--- config.mk ---
export PLATFORM = sky130hd
export DESIGN_NAME = alu_seq_driver
export DESIGN_NICKNAME = d
export VERILOG_FILES = /design/src/rtl/alu_seq_driver.sv
export SDC_FILE = /design/constraint.sdc
export NUM_CORES = 1
export LEC_CHECK = 0
export CORE_ASPECT_RATIO = 0.8
export CORE_MARGIN = 4
export CORE_UTILIZATION = 44
export DETAILED_ROUTE_END_ITERATION = 10
export GPL_ROUTABILITY_DRIVEN = 0
export PLACE_DENSITY = 0.95
export SYNTH_ARGS = -nofsm -noshare
export SYNTH_HDL_FRONTEND = slang
export SYNTH_SLANG_ARGS = --single-unit
--- constraint.sdc ---
create_clock -name clk -period 2.8 [get_ports clk]
set_clock_uncertainty 0.15 [all_clocks]
set_input_delay 0.42 -clock clk [delete_from_list [all_inputs] [get_ports clk]]
set_output_delay 0.42 -clock clk [all_outputs]
set_load 0.005 [all_outputs]
--- src/rtl/alu_seq_driver.sv ---
// alu_seq_driver: sequences one request at a time onto a combinational ALU.
// The block registers the operands, waits SETTLE_CYCLES edges for the ALU to settle,
// captures the result, and presents it on a valid/ready response port.
// SETTLE_CYCLES must be in the range 1..15.
module alu_seq_driver #(
    parameter int unsigned SETTLE_CYCLES = 1
) (
    input  logic        clk,
    input  logic        rst,

    // request side
    input  logic        req_valid,
    output logic        req_ready,
    input  logic [31:0] req_a,
    input  logic [31:0] req_b,
    input  logic [2:0]  req_op,
    input  logic [2:0]  req_flag_sel,
    input  logic [4:0]  req_shamt,
    input  logic        req_islog,
    input  logic        req_dir,

    // ALU drive side
    output logic [31:0] data1,
    output logic [31:0] data2,
    output logic [2:0]  opSwitch,
    output logic [2:0]  flagSwitch,
    output logic [4:0]  shamt,
    output logic        isLog,
    output logic        dir,
    input  logic [31:0] alu_result,
    input  logic        alu_flag,

    // response side
    output logic        rsp_valid,
    input  logic        rsp_ready,
    output logic [31:0] rsp_result,
    output logic        rsp_flag,
    output logic [15:0] op_count
);

    typedef enum logic [1:0] {
        IDLE  = 2'd0,
        DRIVE = 2'd1,
        RESP  = 2'd2
    } state_t;

    // Counter preload: the edge that sees zero is the sampling edge, so the
    // accept-to-response latency is exactly SETTLE_CYCLES edges.
    localparam logic [3:0] SETTLE_LOAD = 4'(SETTLE_CYCLES - 1);

    state_t     state;
    state_t     state_next;
    logic [3:0] settle_cnt;
    logic       accept;
    logic       sample;
    logic       handshake;

    // State register.
    // NOTE: sequential state uses non-blocking assignments so every register
    // sees the pre-edge values of the others regardless of block order.
    always_ff @(posedge clk or negedge rst) begin
        if (!rst) begin
            state <= IDLE;
        end else begin
            state <= state_next;
        end
    end

    // Next-state decode, handshake outputs and one-cycle event strobes.
    // NOTE: every signal written here gets a default first, so no path can
    // leave one unassigned and infer a latch.
    always_comb begin
        state_next = state;
        req_ready  = 1'b0;
        rsp_valid  = 1'b0;
        accept     = 1'b0;
        sample     = 1'b0;
        handshake  = 1'b0;
        case (state)
            IDLE: begin
                req_ready = 1'b1;
                if (req_valid) begin
                    accept     = 1'b1;
                    state_next = DRIVE;
                end
            end
            DRIVE: begin
                if (settle_cnt == 4'd0) begin
                    sample     = 1'b1;
                    state_next = RESP;
                end
            end
            RESP: begin
                rsp_valid = 1'b1;
                if (rsp_ready) begin
                    handshake  = 1'b1;
                    state_next = IDLE;
                end
            end
            default: begin
                state_next = IDLE;
            end
        endcase
    end

    // Settle counter: preloaded on accept, counts down while driving.
    always_ff @(posedge clk or negedge rst) begin
        if (!rst) begin
            settle_cnt <= 4'd0;
        end else if (accept) begin
            settle_cnt <= SETTLE_LOAD;
        end else if (state == DRIVE && settle_cnt != 4'd0) begin
            settle_cnt <= settle_cnt - 4'd1;
        end
    end

    // ALU drive registers: loaded only on accept, held in every other state
    // so later request-side changes cannot disturb an in-flight operation.
    always_ff @(posedge clk or negedge rst) begin
        if (!rst) begin
            data1      <= 32'd0;
            data2      <= 32'd0;
            opSwitch   <= 3'd0;
            flagSwitch <= 3'd0;
            shamt      <= 5'd0;
            isLog      <= 1'b0;
            dir        <= 1'b0;
        end else if (accept) begin
            data1      <= req_a;
            data2      <= req_b;
            opSwitch   <= req_op;
            flagSwitch <= req_flag_sel;
            shamt      <= req_shamt;
            isLog      <= req_islog;
            dir        <= req_dir;
        end
    end

    // Response capture on the final settle edge; stable until the handshake.
    always_ff @(posedge clk or negedge rst) begin
        if (!rst) begin
            rsp_result <= 32'd0;
            rsp_flag   <= 1'b0;
        end else if (sample) begin
            rsp_result <= alu_result;
            rsp_flag   <= alu_flag;
        end
    end

    // Completed-response counter, wraps naturally at 16 bits.
    always_ff @(posedge clk or negedge rst) begin
        if (!rst) begin
            op_count <= 16'd0;
        end else if (handshake) begin
            op_count <= op_count + 16'd1;
        end
    end

endmodule

Yosys cells after proc, flatten, opt, wreduce, memory -nomap -nowiden
Index checks and enable logic that the tools add are counted.
Widths: inputs -> output; s select.

storage, ports and cells
  flip-flop bits (word level) = 132
  output and inout bits = 128
  logic and storage cells = 39

cells by class
  equal/unequal tests = 5
  multiplexer cells = 14
  $add $sub $neg = 2
  reductions and logical operators = 6

operator list
  cell                   number
  $add 16x1->16 const B  1
  $mux 1                 8
  $mux 4                 2
  $mux 2                 3
  $ne 2x2->1 const B     3
  $pmux 2 s3             1
  $logic_not 4->1        1
  $reduce_bool 4->1      1
  $sub 4x1->4 const B    1
  $reduce_and 3->1       1
  $eq 2x1->1 const B     1
  $eq 2x2->1 const B     1
  $logic_not 2->1        1
  $reduce_bool 2->1      1
  $logic_and 1x1->1      1

Logic depth before layout (Yosys ltp)
  depth after elaboration = 4
  depth in mapped cells = 6
  depth with buffers taken out = 6

Worst setup path before layout
OpenSTA, ideal clock, no wires.

  path kind = register to register
  start = register settle_cnt[0]
  end = register settle_cnt[0]
  data arrival time = 1.424 ns
  clock period less this slack = 1.692 ns
  slack = 1.108 ns
  library setup time = 0.119 ns
  path buffers = 0
  stages on the path, launching flop included = 7
  cells stage by stage = dfrtp_1 inv_1 ha_1 or3b_2 nand2_1 xnor2_1 nor2_1

on the way
  cells in the longest elaborated chain, start to end = 3
  elaborated cells between the ends (all ways) = 6
  classes of those cells = add/sub: 1; mux: 2; reduce/logical: 3

RTL lines
  what                                              RTL line  text
  start, declared                                   53        logic [3:0] settle_cnt;
  start signal, assigned                            113       settle_cnt <= settle_cnt - 4'd1;
  $sub 4x1->4 or $reduce_bool 4->1 (tied branches)  113, 112
  $mux 4 or $logic_and 1x1->1 (tied branches)       112       end else if (state == DRIVE && settle_cnt != 4'd0) begin
  $mux 4 or $reduce_bool 2->1 (tied branches)       n/a

Parallel ways exist; a longest one is shown, timed or not. The select of a mux whose other input is x is not followed.
A chain may end at the register's enable or synchronous reset.

Worst setup path in the final report
  start = register state[0]
  end = output port rsp_valid

on the way
  cells in the longest elaborated chain, start to end = 2

RTL lines
  what                    RTL line  text
  start, declared         51        state_t state;
  start signal, assigned  65        state <= state_next;
  $eq 2x2->1              79        case (state)
  $mux 1                  79
  end, declared           34        output logic rsp_valid,

No other way between the ends.

==> implementation parameters <==
Parameter                              Value

Floorplanning
  Core box area    11100 sq um
  Top-Level Pins    242
  Initial cell density of the core    46.0%
  DIE HEIGHT    104 um
  Area of the die    13400 sq um
  Die W    128 um
  Placement Rows    34

Logic synthesis
  Proportion of synthesized flip-flops having asynchronous set or reset    100%
  Main flop type after synthesis    sky130_fd_sc_hd__dfrtp_1
  Post-Syn Area per Cell    15.8 sq um
  Summed instance area of the synthesized netlist    5110 sq um
  Portion of the post-synthesis area used by sequential elements    64.7%
  Syn Nets    441
  Number of different library cells in the post-synthesis netlist    26
  Syn. warnings    0
  Cell count after synthesis    324
  Count of flip-flops with a built-in enable after synthesis    0
  Flip-flop and latch count after synthesis    132

Drt
  Wirelength per Cell    18.0 um
  Via count    3584
  Wire length after detailed routing    13200 um
  Number of vias per cell    4.89
  Post-DRT Antenna Nets    0
  DRC viols    0
  Drt pass-1 iters    4
  Initial drt markers    105

Finish
  Final core area utilization    75.1%
  Area delta synth->final    63.3%
  Final nets    693
  Share of final-layout standard cells stronger than drive strength 1    13.2%
  Antenna Diode Count    0
  Most frequent cells in the layout    sky130_fd_sc_hd__clkdlybuf4s50_1 (240), sky130_fd_sc_hd__dfrtp_1 (132), sky130_fd_sc_hd__mux2_1 (75), sky130_fd_sc_hd__mux2_2 (36), sky130_fd_sc_hd__clkbuf_16 (17)
  Most common cell after layout, fill and taps aside    sky130_fd_sc_hd__clkdlybuf4s50_1
  Filler-free cell count of the finished design    733
  Fin area    8340 sq um

GRT
  Maximum number of pins on one net before global-route repair    83
  Via count of the first global-routing pass    4028
  Overflow left after global routing    0
  Number of antenna violations at the first check in global routing    0
  Total GRT Usage    20.0%
  First-pass GRT wire length    21100 um

Clock network
  CTS Hold Bufs    1
  CTS Buf Count    17
  Clk sinks    132
  Clock tree from TritonCTS    done
  Maximum level of the CTS H-tree    4
  Root cell of the clock tree    sky130_fd_sc_hd__clkbuf_16
  Number of setup buffers added after CTS    0
  Post-CTS Resized    0
  Worst-path clk slew    0.06 ns
  Clock latency on the worst-skew pair    0.39 ns
  Deepest clock path buffer count    2

STA
  Fin crit share    77.7%
  PnR worst setup slack    0.625 ns
  Setup repair after global routing missed its margin    no
  Max-slew violations    0
  Setup violations, final    0
  Final hold slack    0.327 ns
  Post-layout min period    2.17 ns
  Final TNS setup    0 ns
  Worst slew margin    65.9%
  Peak Freq    0.460 GHz
  Final-report hold violation count    0
  Measured slew at the worst slew-check pin    0.511 ns

Pwr
  Pwr Total    9.29 mW
  Leakage    3.52 nW
  Power density over cell area    1110 nW/um^2
  Worst IR drop on VDD    0.721 mV

Run status
  Outcome    complete, no violations

Place
  Post-placement setup slack    0.704 ns
  Cell count after placement    700
  Port Buffers    241
  Post-DP HPWL    9800 um
  Placed cell area    7670 sq um

Job
  Maxcap violations    0

Setup path
  Worst setup SP type    flip-flop
  WP data arrival    1.60 ns
  Reg2Reg Setup Slack    0.93 ns
  Worst reg2reg startpoint    settle_cnt[0]
  Type of the worst setup path    reg -> out
  Critical path endpoint category    primary output
  Number of cells on the worst reg-to-reg path    6
  Maximum fanout along the worst path    4
  Crit path required time    2.23 ns
  Origin of the worst setup path    state[0]

Min path
  Worst min-delay path class    reg -> reg
  Cell count of the worst hold path    1
  Hold path startpoint    op_count[15]
## flip-flops by register name, summed over array words and instances, names as in the netlist
register	cells
dir	1
flagSwitch	3
rsp_flag	1
settle_cnt	4
opSwitch	3
data1	32
isLog	1
op_count	16
rsp_result	32
state	2
shamt	5
data2	32
## where the power goes
| part | leakage [nW] | switching (mW) | internal, mW |
|---|---|---|---|
| clock network | 0.315 | 0.791 | 1.63 |
| logic | 1.63 | 1.21 | 2.39 |
| registers | 1.58 | 0.473 | 2.80 |
## critical path: stages (launching register included)
cell and delay (ns):
sky130_fd_sc_hd__dfrtp_1 0.40, sky130_fd_sc_hd__nand2b_1 0.16, sky130_fd_sc_hd__inv_1 0.12, sky130_fd_sc_hd__clkdlybuf4s50_1 0.54
## cells by family (layout without fill, tap and decap cells)
kind of cell,count (synthesis),count (layout),share of synthesized area (%)
buffers and inverters,17,282,2.08
XOR/XNOR,18,18,3.09
AND/OR/NAND/NOR,41,41,4.78
AO/OA/AOI/OAI,2,2,0.196
adder cells (fa/ha/maj),3,3,0.735
flip-flops,132,132,64.7
multiplexers,111,111,24.5
## synth_stat cells, types with 2 or more instances
| cell type | count | share of area, % |
|---|---|---|
| sky130_fd_sc_hd__dfrtp_1 | 132 | 65 |
| sky130_fd_sc_hd__mux2_1 | 75 | 17 |
| sky130_fd_sc_hd__mux2_2 | 36 | 7.9 |
| sky130_fd_sc_hd__buf_4 | 11 | 1.6 |
| sky130_fd_sc_hd__xnor2_1 | 10 | 1.7 |
| sky130_fd_sc_hd__xor2_1 | 8 | 1.4 |
| sky130_fd_sc_hd__nand2_1 | 7 | 0.51 |
| sky130_fd_sc_hd__nor2_1 | 7 | 0.51 |
| sky130_fd_sc_hd__inv_1 | 5 | 0.37 |
| sky130_fd_sc_hd__nand4_1 | 5 | 0.61 |
| sky130_fd_sc_hd__nand3_1 | 4 | 0.39 |
| sky130_fd_sc_hd__and2_1 | 3 | 0.37 |
| sky130_fd_sc_hd__ha_1 | 3 | 0.73 |
| sky130_fd_sc_hd__nor3_1 | 3 | 0.29 |
| sky130_fd_sc_hd__and3_1 | 2 | 0.24 |
| sky130_fd_sc_hd__and4_1 | 2 | 0.34 |
| sky130_fd_sc_hd__nand2b_1 | 2 | 0.24 |
## metal layers
| layer | vias up | GRT usage [%] | routed length [um] |
|---|---|---|---|
| met5 | - | 0 | 0 |
| met4 | 0 | 5.98 | 173 |
| met3 | 13 | 8.11 | 1170 |
| met2 | 145 | 35.2 | 6970 |
| met1 | 1793 | 22.1 | 4900 |
| li1 | 1633 | - | - |
## cell type report
cell class / instances / area [sq um]
Clock buffer: 19 / 453
Clock inverter: 13 / 205
Fill cell: 697 / 2760
Inverter: 5 / 18.8
Multi-Input combinational cell: 175 / 1700
Sequential cell: 132 / 3300
Tap cell: 144 / 180
Timing Repair Buffer: 245 / 2480
## final timing paths
| kind | end |
|---|---|
| hold reg to reg | op_count[15] |
| min in group asynchronous | isLog |
| max in group asynchronous | data2[23] |
| setup / recovery | rsp_valid |
| hold / removal | op_count[15] |
| setup reg to reg | settle_cnt[0] |
No activity file was read; power rests on OpenSTA's default activity.
